### config.mk
export PLATFORM = sky130hd
export DESIGN_NAME = cmp_serial
export DESIGN_NICKNAME = d
export VERILOG_FILES = /design/src/rtl/cmp_pkg.sv /design/src/rtl/cmp_chunk.sv /design/src/rtl/cmp_serial.sv
export SDC_FILE = /design/constraint.sdc
export NUM_CORES = 1
export LEC_CHECK = 0
export CAP_MARGIN = 10
export CORE_MARGIN = 8
export CORE_UTILIZATION = 30
export DETAILED_ROUTE_END_ITERATION = 12
export SYNTH_ARGS = -nofsm -noshare
export SYNTH_HDL_FRONTEND = slang
export SYNTH_SLANG_ARGS = --single-unit
### constraint.sdc
create_clock -name clk -period 5.2 [get_ports clk]
set_input_delay 1.04 -clock clk [delete_from_list [all_inputs] [get_ports clk]]
set_output_delay 1.04 -clock clk [all_outputs]
set_load 0.03 [all_outputs]
### src/rtl/cmp_pkg.sv
// Shared definitions for the serial magnitude/equality comparator.
package cmp_pkg;

   // Controller states.
   typedef enum logic {
      S_IDLE = 1'b0,
      S_BUSY = 1'b1
   } state_t;

   // Result codes as reported by eq/gt/lt.
   typedef enum logic [1:0] {
      RES_EQ = 2'd0,
      RES_GT = 2'd1,
      RES_LT = 2'd2
   } res_t;

   // Width of the chunk index counter; never narrower than one bit.
   function automatic int unsigned cnt_width(input int unsigned n);
      return (n > 1) ? $clog2(n) : 1;
   endfunction

endpackage

### src/rtl/cmp_chunk.sv
// Combinational C-bit unsigned compare slice: equality and greater-than.
module cmp_chunk #(
   parameter int unsigned C = 4
) (
   input  logic [C-1:0] i_a,
   input  logic [C-1:0] i_b,
   output logic         o_eq,
   output logic         o_gt
);

   // Single narrow compare; the wide compare is built up over cycles by the top.
   always_comb begin
      o_eq = (i_a == i_b);
      o_gt = (i_a > i_b);
   end

endmodule

### src/rtl/cmp_serial.sv
// Multi-cycle comparator: walks operands MSB chunk first, stops at the first
// chunk that differs. Signed operands are mapped to offset binary on capture.
module cmp_serial
   import cmp_pkg::*;
#(
   parameter int unsigned W = 16,
   parameter int unsigned C = 4
) (
   input  logic         clk,
   input  logic         reset,
   input  logic         start,
   input  logic [W-1:0] a,
   input  logic [W-1:0] b,
   input  logic         is_signed,
   output logic         ready,
   output logic         done,
   output logic         eq,
   output logic         gt,
   output logic         lt
);

   localparam int unsigned N  = W / C;
   localparam int unsigned KW = cnt_width(N);

   state_t        r_state;
   logic [KW-1:0] r_k;
   logic [W-1:0]  r_a;
   logic [W-1:0]  r_b;
   logic          r_ready;
   logic          r_done;
   logic          r_eq;
   logic          r_gt;
   logic          r_lt;

   logic [W-1:0]  w_sign_mask;
   logic [C-1:0]  w_ca;
   logic [C-1:0]  w_cb;
   logic          w_ceq;
   logic          w_cgt;

   // Flipping the sign bit of both operands turns a signed compare into an
   // unsigned one, so every chunk compare downstream stays unsigned.
   always_comb begin
      w_sign_mask      = '0;
      w_sign_mask[W-1] = is_signed;
   end

   // Select chunk k of both operands for the shared compare slice.
   always_comb begin
      w_ca = '0;
      w_cb = '0;
      for (int unsigned i = 0; i < N; i++) begin
         if (r_k == KW'(i)) begin
            w_ca = r_a[i*C +: C];
            w_cb = r_b[i*C +: C];
         end
      end
   end

   cmp_chunk #(
      .C (C)
   ) u_chunk (
      .i_a  (w_ca),
      .i_b  (w_cb),
      .o_eq (w_ceq),
      .o_gt (w_cgt)
   );

   // Controller: capture on start, step through chunks, register the verdict.
   always_ff @(posedge clk) begin
      if (reset) begin
         r_state <= S_IDLE;
         r_k     <= KW'(N - 1);
         r_a     <= '0;
         r_b     <= '0;
         r_ready <= 1'b1;
         r_done  <= 1'b0;
         r_eq    <= 1'b0;
         r_gt    <= 1'b0;
         r_lt    <= 1'b0;
      end else begin
         r_done <= 1'b0;
         case (r_state)
            S_IDLE: begin
               if (start) begin
                  r_a     <= a ^ w_sign_mask;
                  r_b     <= b ^ w_sign_mask;
                  r_k     <= KW'(N - 1);
                  r_ready <= 1'b0;
                  r_state <= S_BUSY;
               end
            end
            S_BUSY: begin
               if (!w_ceq) begin
                  r_eq    <= 1'b0;
                  r_gt    <= w_cgt;
                  r_lt    <= ~w_cgt;
                  r_done  <= 1'b1;
                  r_ready <= 1'b1;
                  r_state <= S_IDLE;
               end else if (r_k == '0) begin
                  r_eq    <= 1'b1;
                  r_gt    <= 1'b0;
                  r_lt    <= 1'b0;
                  r_done  <= 1'b1;
                  r_ready <= 1'b1;
                  r_state <= S_IDLE;
               end else begin
                  r_k <= r_k - 1'b1;
               end
            end
            default: begin
               r_ready <= 1'b1;
               r_state <= S_IDLE;
            end
         endcase
      end
   end

   assign ready = r_ready;
   assign done  = r_done;
   assign eq    = r_eq;
   assign gt    = r_gt;
   assign lt    = r_lt;

endmodule

==> results.json, run 1 <==
{
  "status": "complete, no violations",
  "postSynthCellCount": 241,
  "ant_nets": 0,
  "ys_seq_area_share_pct": 43.2,
  "overflow": 0,
  "min_path_type": "reg -> reg",
  "cts-root-buf": "clkbuf_8",
  "grt_antenna_before_repair": 0,
  "cts_hold_buf": 0,
  "slew-limit-headroom_pct": 36.1,
  "setup.worst_path.start_class": "flip-flop",
  "syn2layout_area_growth_pct": 26.7,
  "grt_pass1_wl_mm": 7.70,
  "finalCritPeriodShare_pct": 51.0,
  "worst_pin_slew_ns": 0.957,
  "design.die.area_mm2": 0.00895,
  "coreArea_mm2": 0.00596,
  "layout.nets": 317,
  "cts_tree": "done",
  "grt_max_degree": 31,
  "hold_violations": 0,
  "ys_warn_count": 0,
  "fill_cells": 647,
  "diodes": 0,
  "via_per_inst": 4.77,
  "fmax_mhz": 377,
  "drt-pass1-iter-count": 4,
  "drive_gt1_share_pct": 5.11,
  "cp_data_arrival_time_ns": 2.81,
  "power_density_mw_per_mm2": 291,
  "cp.required_ns": 5.36,
  "ys_types": 28,
  "syn-num-nets": 285,
  "start_util_pct": 31.1,
  "grt_pass1_vias": 1621,
  "pre_cts_ws_ns": 2.27,
  "crit_type": "reg -> reg",
  "min_period_ns": 2.65,
  "slew_viol_final": 0,
  "fin_area_mm2": 0.00235,
  "vias": 1666,
  "end_kind": "flip-flop",
  "placed_cell_area_mm2": 0.00226,
  "finClkSkew_ns": 0.0108,
  "drt_iter0_markers": 110,
  "cp_max_fo": 16,
  "die_width_um": 94.6,
  "cts_buffer_depth": 2,
  "yosysTopAreaCellShare_pct": 43.2,
  "place_hpwl_mm": 3.30,
  "netlist_area_mm2": 0.00185,
  "yosys-top-cells-area": "dfxtp_1, nand2_1, a21oi_1",
  "path_clk_slew_ns": 0.08,
  "htreeDepth": 2,
  "yosys.area.top_type": "dfxtp_1",
  "port_buffers": 40,
  "setup_tns_ns": 0,
  "globalplace.congestion": 0.733,
  "finalWirelength_mm": 4.62,
  "grt_usage_pct": 10.8,
  "setup_slack_ns": 2.55,
  "grt_setup_unrepaired": "false",
  "cellLeakagePower_nw": 0.866,
  "cts_sinks": 40,
  "rows": 28,
  "cts.repair.resized": 0,
  "cap_violations": 0,
  "final-setup-viol-count": 0,
  "cts_buffers": 5,
  "syn_avg_cell_area_um2": 7.69,
  "drc": 0,
  "ir_drop_mv": 0.126,
  "wl_per_cell_um": 13.2,
  "synth-seq-cells": 40,
  "ios": 41,
  "post-cts-setup-buffers": 0,
  "insertion_delay_ns": 0.30,
  "die_h_um": 94.6
}
-- cell usage after synthesis, drive strengths merged --
cell / count
nor2b: 1
a22oi: 4
a21oi: 49
o31ai: 1
nor2: 7
a211oi: 3
nor3: 1
buf: 14
ha: 8
o21ai: 10
nand4: 3
a32o: 1
nor4: 1
a41oi: 1
a2111oi: 1
o21a: 1
nand2: 76
a31oi: 1
inv: 9
clkbuf: 3
dfxtp: 40
nand3b: 4
xnor2: 2
-- final cells by class --
cell class | instances | area (um2) | area share, %
multi-input combinational | 175 | 913 | 38.9
tap | 75 | 93.8 | 3.99
sequential | 40 | 801 | 34.1
inverter | 9 | 33.8 | 1.44
clock inverter | 2 | 10.0 | 0.426
clock buffer | 6 | 82.6 | 3.51
timing repair buffer | 42 | 415 | 17.7
-- worst paths after layout --
| check | startpoint | end | slack (ns) | cells after the start |
|---|---|---|---|---|
| worst max register to register | r_k[1] | r_k[1] | 2.55 | 11 |
| worst min-delay path | r_b[11] | r_b[11] | 0.46 | 2 |
| worst max-delay path | r_k[1] | r_k[1] | 2.55 | 11 |
| worst min register to register | r_b[11] | r_b[11] | 0.46 | 2 |
-- layout by cell type, fill, tap and decap left out, types with 2 or more instances in the layout --
| cell | n |
|---|---|
| a22oi_1 | 4 |
| nand3b_1 | 4 |
| clkbuf_8 | 6 |
| xnor2_1 | 2 |
| inv_1 | 8 |
| ha_1 | 8 |
| nand4_1 | 2 |
| nor2_1 | 7 |
| clkdlybuf4s50_1 | 40 |
| clkinv_2 | 2 |
| dfxtp_1 | 40 |
| o21ai_0 | 10 |
| a21oi_1 | 49 |
| buf_4 | 2 |
| a211oi_1 | 3 |
| nand2_1 | 76 |
-- worst max-delay path, stage by stage (launching register included) --
cell	delay [ns]
dfxtp_1	0.35
inv_1	0.09
ha_1	0.49
nand3b_1	0.18
a21oi_1	0.08
a21oi_1	0.16
o21ai_0	0.10
ha_1	0.36
nand4_2	0.18
nor3_4	0.08
a2111oi_1	0.38
a41oi_1	0.07
-- per-stage QoR --
stage	hold WS (ns)	cells	util, %	total power, mW
CTS	0.462	349	39.5	0.690
detailed placement	0.452	341	37.9	0.475
global route	0.477	349	39.5	0.718
global placement	0.443	341	37.9	0.474
floorplan	0.436	241	-	0.428
finish	0.460	349	39.5	0.683
-- power breakdown --
| group | internal (mW) | switching (mW) | total, mW |
|---|---|---|---|
| Combinational | 0.0587 | 0.0682 | 0.127 |
| Sequential | 0.327 | 0.0128 | 0.340 |
| Clock | 0.106 | 0.110 | 0.216 |
-- metal layers --
layer	global-route usage (%)	vias to the layer above	part of all wire [%]
li1	-	872	-
met1	14.6	741	49
met2	15.7	46	43
met3	3.81	7	7.1
met4	3.12	0	1.0
met5	0	-	0
-- cells by family (layout without fill, tap and decap cells) --
| logic type | after synthesis | after routing | synth area share [%] |
|---|---|---|---|
| AOI/OAI and AO/OA | 72 | 72 | 21.5 |
| DFF | 40 | 40 | 43.2 |
| and+or+nand+nor | 93 | 93 | 21.5 |
| xor gates and xnor gates | 2 | 2 | 0.945 |
| adders and majority gates | 8 | 8 | 5.40 |
| buffers and inverters | 26 | 59 | 7.56 |
-- state kept, by name, summed over array words and instances (netlist names) --
| register | cells |
|---|---|
| r_k | 2 |
| eq | 1 |
| done | 1 |
| lt | 1 |
| gt | 1 |
| r_b | 16 |
| r_a | 16 |
| r_state | 1 |
| ready | 1 |
Power figures use the tool's default switching activity.
==> run 2: changes to the inputs <==
==> constraint.sdc (replaced) <==
create_clock -name clk -period 2.7 [get_ports clk]
set_input_delay 0.54 -clock clk [delete_from_list [all_inputs] [get_ports clk]]
set_output_delay 0.54 -clock clk [all_outputs]
set_load 0.03 [all_outputs]
==> results.json, run 2 (synthesis results as in run 1) <==
{
  "status": "complete, no violations",
  "die_h_um": 94.6,
  "cts_buffer_depth": 2,
  "grt_max_degree": 25,
  "finClkSkew_ns": 0.00952,
  "holdPathStages": 2,
  "crit_path_cell_trace": "inv_1 -> ha_1 -> a21oi_1 -> o21ai_0 -> a22oi_1 -> ha_1 -> nand4_2 -> nor3_4 -> a2111oi_1 -> a41oi_1",
  "vias": 1685,
  "layout_common_cells": "nand2_1, a21oi_1, dfxtp_1, clkdlybuf4s50_1, o21ai_0",
  "setup_tns_ns": 0,
  "end_kind": "flip-flop",
  "cts.repair.resized": 0,
  "drt_iter0_markers": 112,
  "wl_per_cell_um": 12.8,
  "fmax_mhz": 415,
  "place_hpwl_mm": 3.33,
  "die_width_um": 94.6,
  "min_path_type": "reg -> reg",
  "ios": 41,
  "cts_tree": "done",
  "cp_data_arrival_time_ns": 2.57,
  "htreeDepth": 2,
  "grt_setup_unrepaired": "false",
  "insertion_delay_ns": 0.29,
  "finalCritPeriodShare_pct": 89.3,
  "slew_viol_final": 0,
  "syn2layout_area_growth_pct": 29.4,
  "cts_buffers": 5,
  "crit_slowest_cell": "dfxtp_1",
  "post-cts-setup-buffers": 0,
  "ant_nets": 0,
  "drive_gt1_share_pct": 6.83,
  "path_buf_inv": 1,
  "cts_hold_buf": 0,
  "r2r-start": "r_k[0]",
  "overflow": 0,
  "r2r_end": "r_k[1]",
  "finalPower_mw": 1.38,
  "grt_pass1_wl_mm": 7.53,
  "grt_pass1_vias": 1582,
  "rows": 28,
  "slew-limit-headroom_pct": 67.0,
  "holdPathEnd": "r_a[8]",
  "utilization_pct": 40.3,
  "top_regs": "r_a: 16 flops, r_b: 16 flops, r_k: 2 flops",
  "layout.nets": 321,
  "worst_pin_slew_ns": 0.495,
  "grt_usage_pct": 10.7,
  "setup.worst_path.start_class": "flip-flop",
  "cp_max_fo": 16,
  "min_from": "r_a[8]",
  "globalplace.congestion": 0.878,
  "cellLeakagePower_nw": 0.885,
  "final-setup-viol-count": 0,
  "hold_violations": 0,
  "r2r_cells": 10,
  "ir_drop_mv": 0.212,
  "finalWirelength_mm": 4.50,
  "via_per_inst": 4.77,
  "start_util_pct": 31.1,
  "crit_type": "reg -> reg",
  "cts-root-buf": "clkbuf_8",
  "cap_violations": 0,
  "fill_cells": 642,
  "cp.required_ns": 2.86,
  "crit_family": "compound AO/OA/AOI/OAI gates",
  "drt-pass1-iter-count": 4,
  "min_period_ns": 2.41,
  "drc": 0,
  "port_buffers": 40,
  "final_common_cell": "nand2_1",
  "r2r_slack_ns": 0.29,
  "max_stage_delay_ns": 0.41,
  "path_clk_slew_ns": 0.08,
  "cts_sinks": 40,
  "power_density_mw_per_mm2": 575,
  "design.die.area_mm2": 0.00895,
  "cpMostUsedCell": "ha_1",
  "grt_antenna_before_repair": 0,
  "coreArea_mm2": 0.00596,
  "diodes": 0
}
-- run 2: cell count changes in the layout (fill, tap and decap cells not counted) --
cell | previous run | this run
buf_4 | 2 | 6
ha_1 | 8 | 6
ha_2 | 0 | 2
bufinv_16 | 0 | 1
clkbuf_1 | 0 | 1
clkbuf_8 | 6 | 5
clkinv_2 | 2 | 1
-- run 2: worst register-to-register path: stages, from the launching register on --
cell,delay [ns]
dfxtp_1,0.41
inv_1,0.09
ha_1,0.37
a21oi_1,0.20
o21ai_0,0.10
a22oi_1,0.18
ha_1,0.29
nand4_2,0.16
nor3_4,0.07
a2111oi_1,0.33
a41oi_1,0.07
-- run 2: metrics by stage --
stage          hold WS (ns)  setup slack (ns)  instances  area (um2)
3_3_place_gp          0.445             0.232        345        2290
4_1_cts               0.457             0.158        353        2390
5_1_grt               0.476            0.0379        353        2400
6_report              0.455             0.288        353        2400
2_1_floorplan         0.436             0.501        241        1850
3_5_place_dp          0.447             0.186        345        2290
-- run 2: worst max path at each step --
| stage | end | from | depth (start not counted) | slack, ns |
|---|---|---|---|---|
| floorplan | r_k[1] | r_k[0] | 12 | 0.50 |
| global placement | r_k[1] | r_k[0] | 11 | 0.23 |
| detailed placement | r_k[1] | r_k[1] | 11 | 0.19 |
| CTS | r_k[1] | r_k[0] | 11 | 0.16 |
| global route | r_k[1] | r_k[1] | 11 | 0.04 |
| finish | r_k[1] | r_k[0] | 10 | 0.29 |
-- run 2: final cells by class --
type                            instances  area, um2  share of cell area, %
Timing Repair Buffer                   46        445                   18.6
Clock buffer                            6       72.6                   3.02
Multi-Input combinational cell        175        918                   38.3
Tap cell                               75       93.8                   3.91
Inverter                                9       33.8                   1.41
Sequential cell                        40        801                   33.4
Clock inverter                          2       35.0                   1.46
-- run 2: metal layers --
metal / part of all wire (%) / global-route usage (%) / up-vias
li1: - / - / 877
met2: 42 / 14.6 / 34
met1: 49 / 14.4 / 769
met4: 1.2 / 3.51 / 0
met5: 0 / 0 / -
met3: 7.6 / 4.92 / 5
-- run 2: report_power, final --
part           internal (mW)  leakage [nW]  switching (mW)
Clock                  0.274        0.0552           0.199
Combinational          0.119         0.501           0.131
Sequential             0.631         0.329          0.0270
Total                   1.02         0.885           0.357
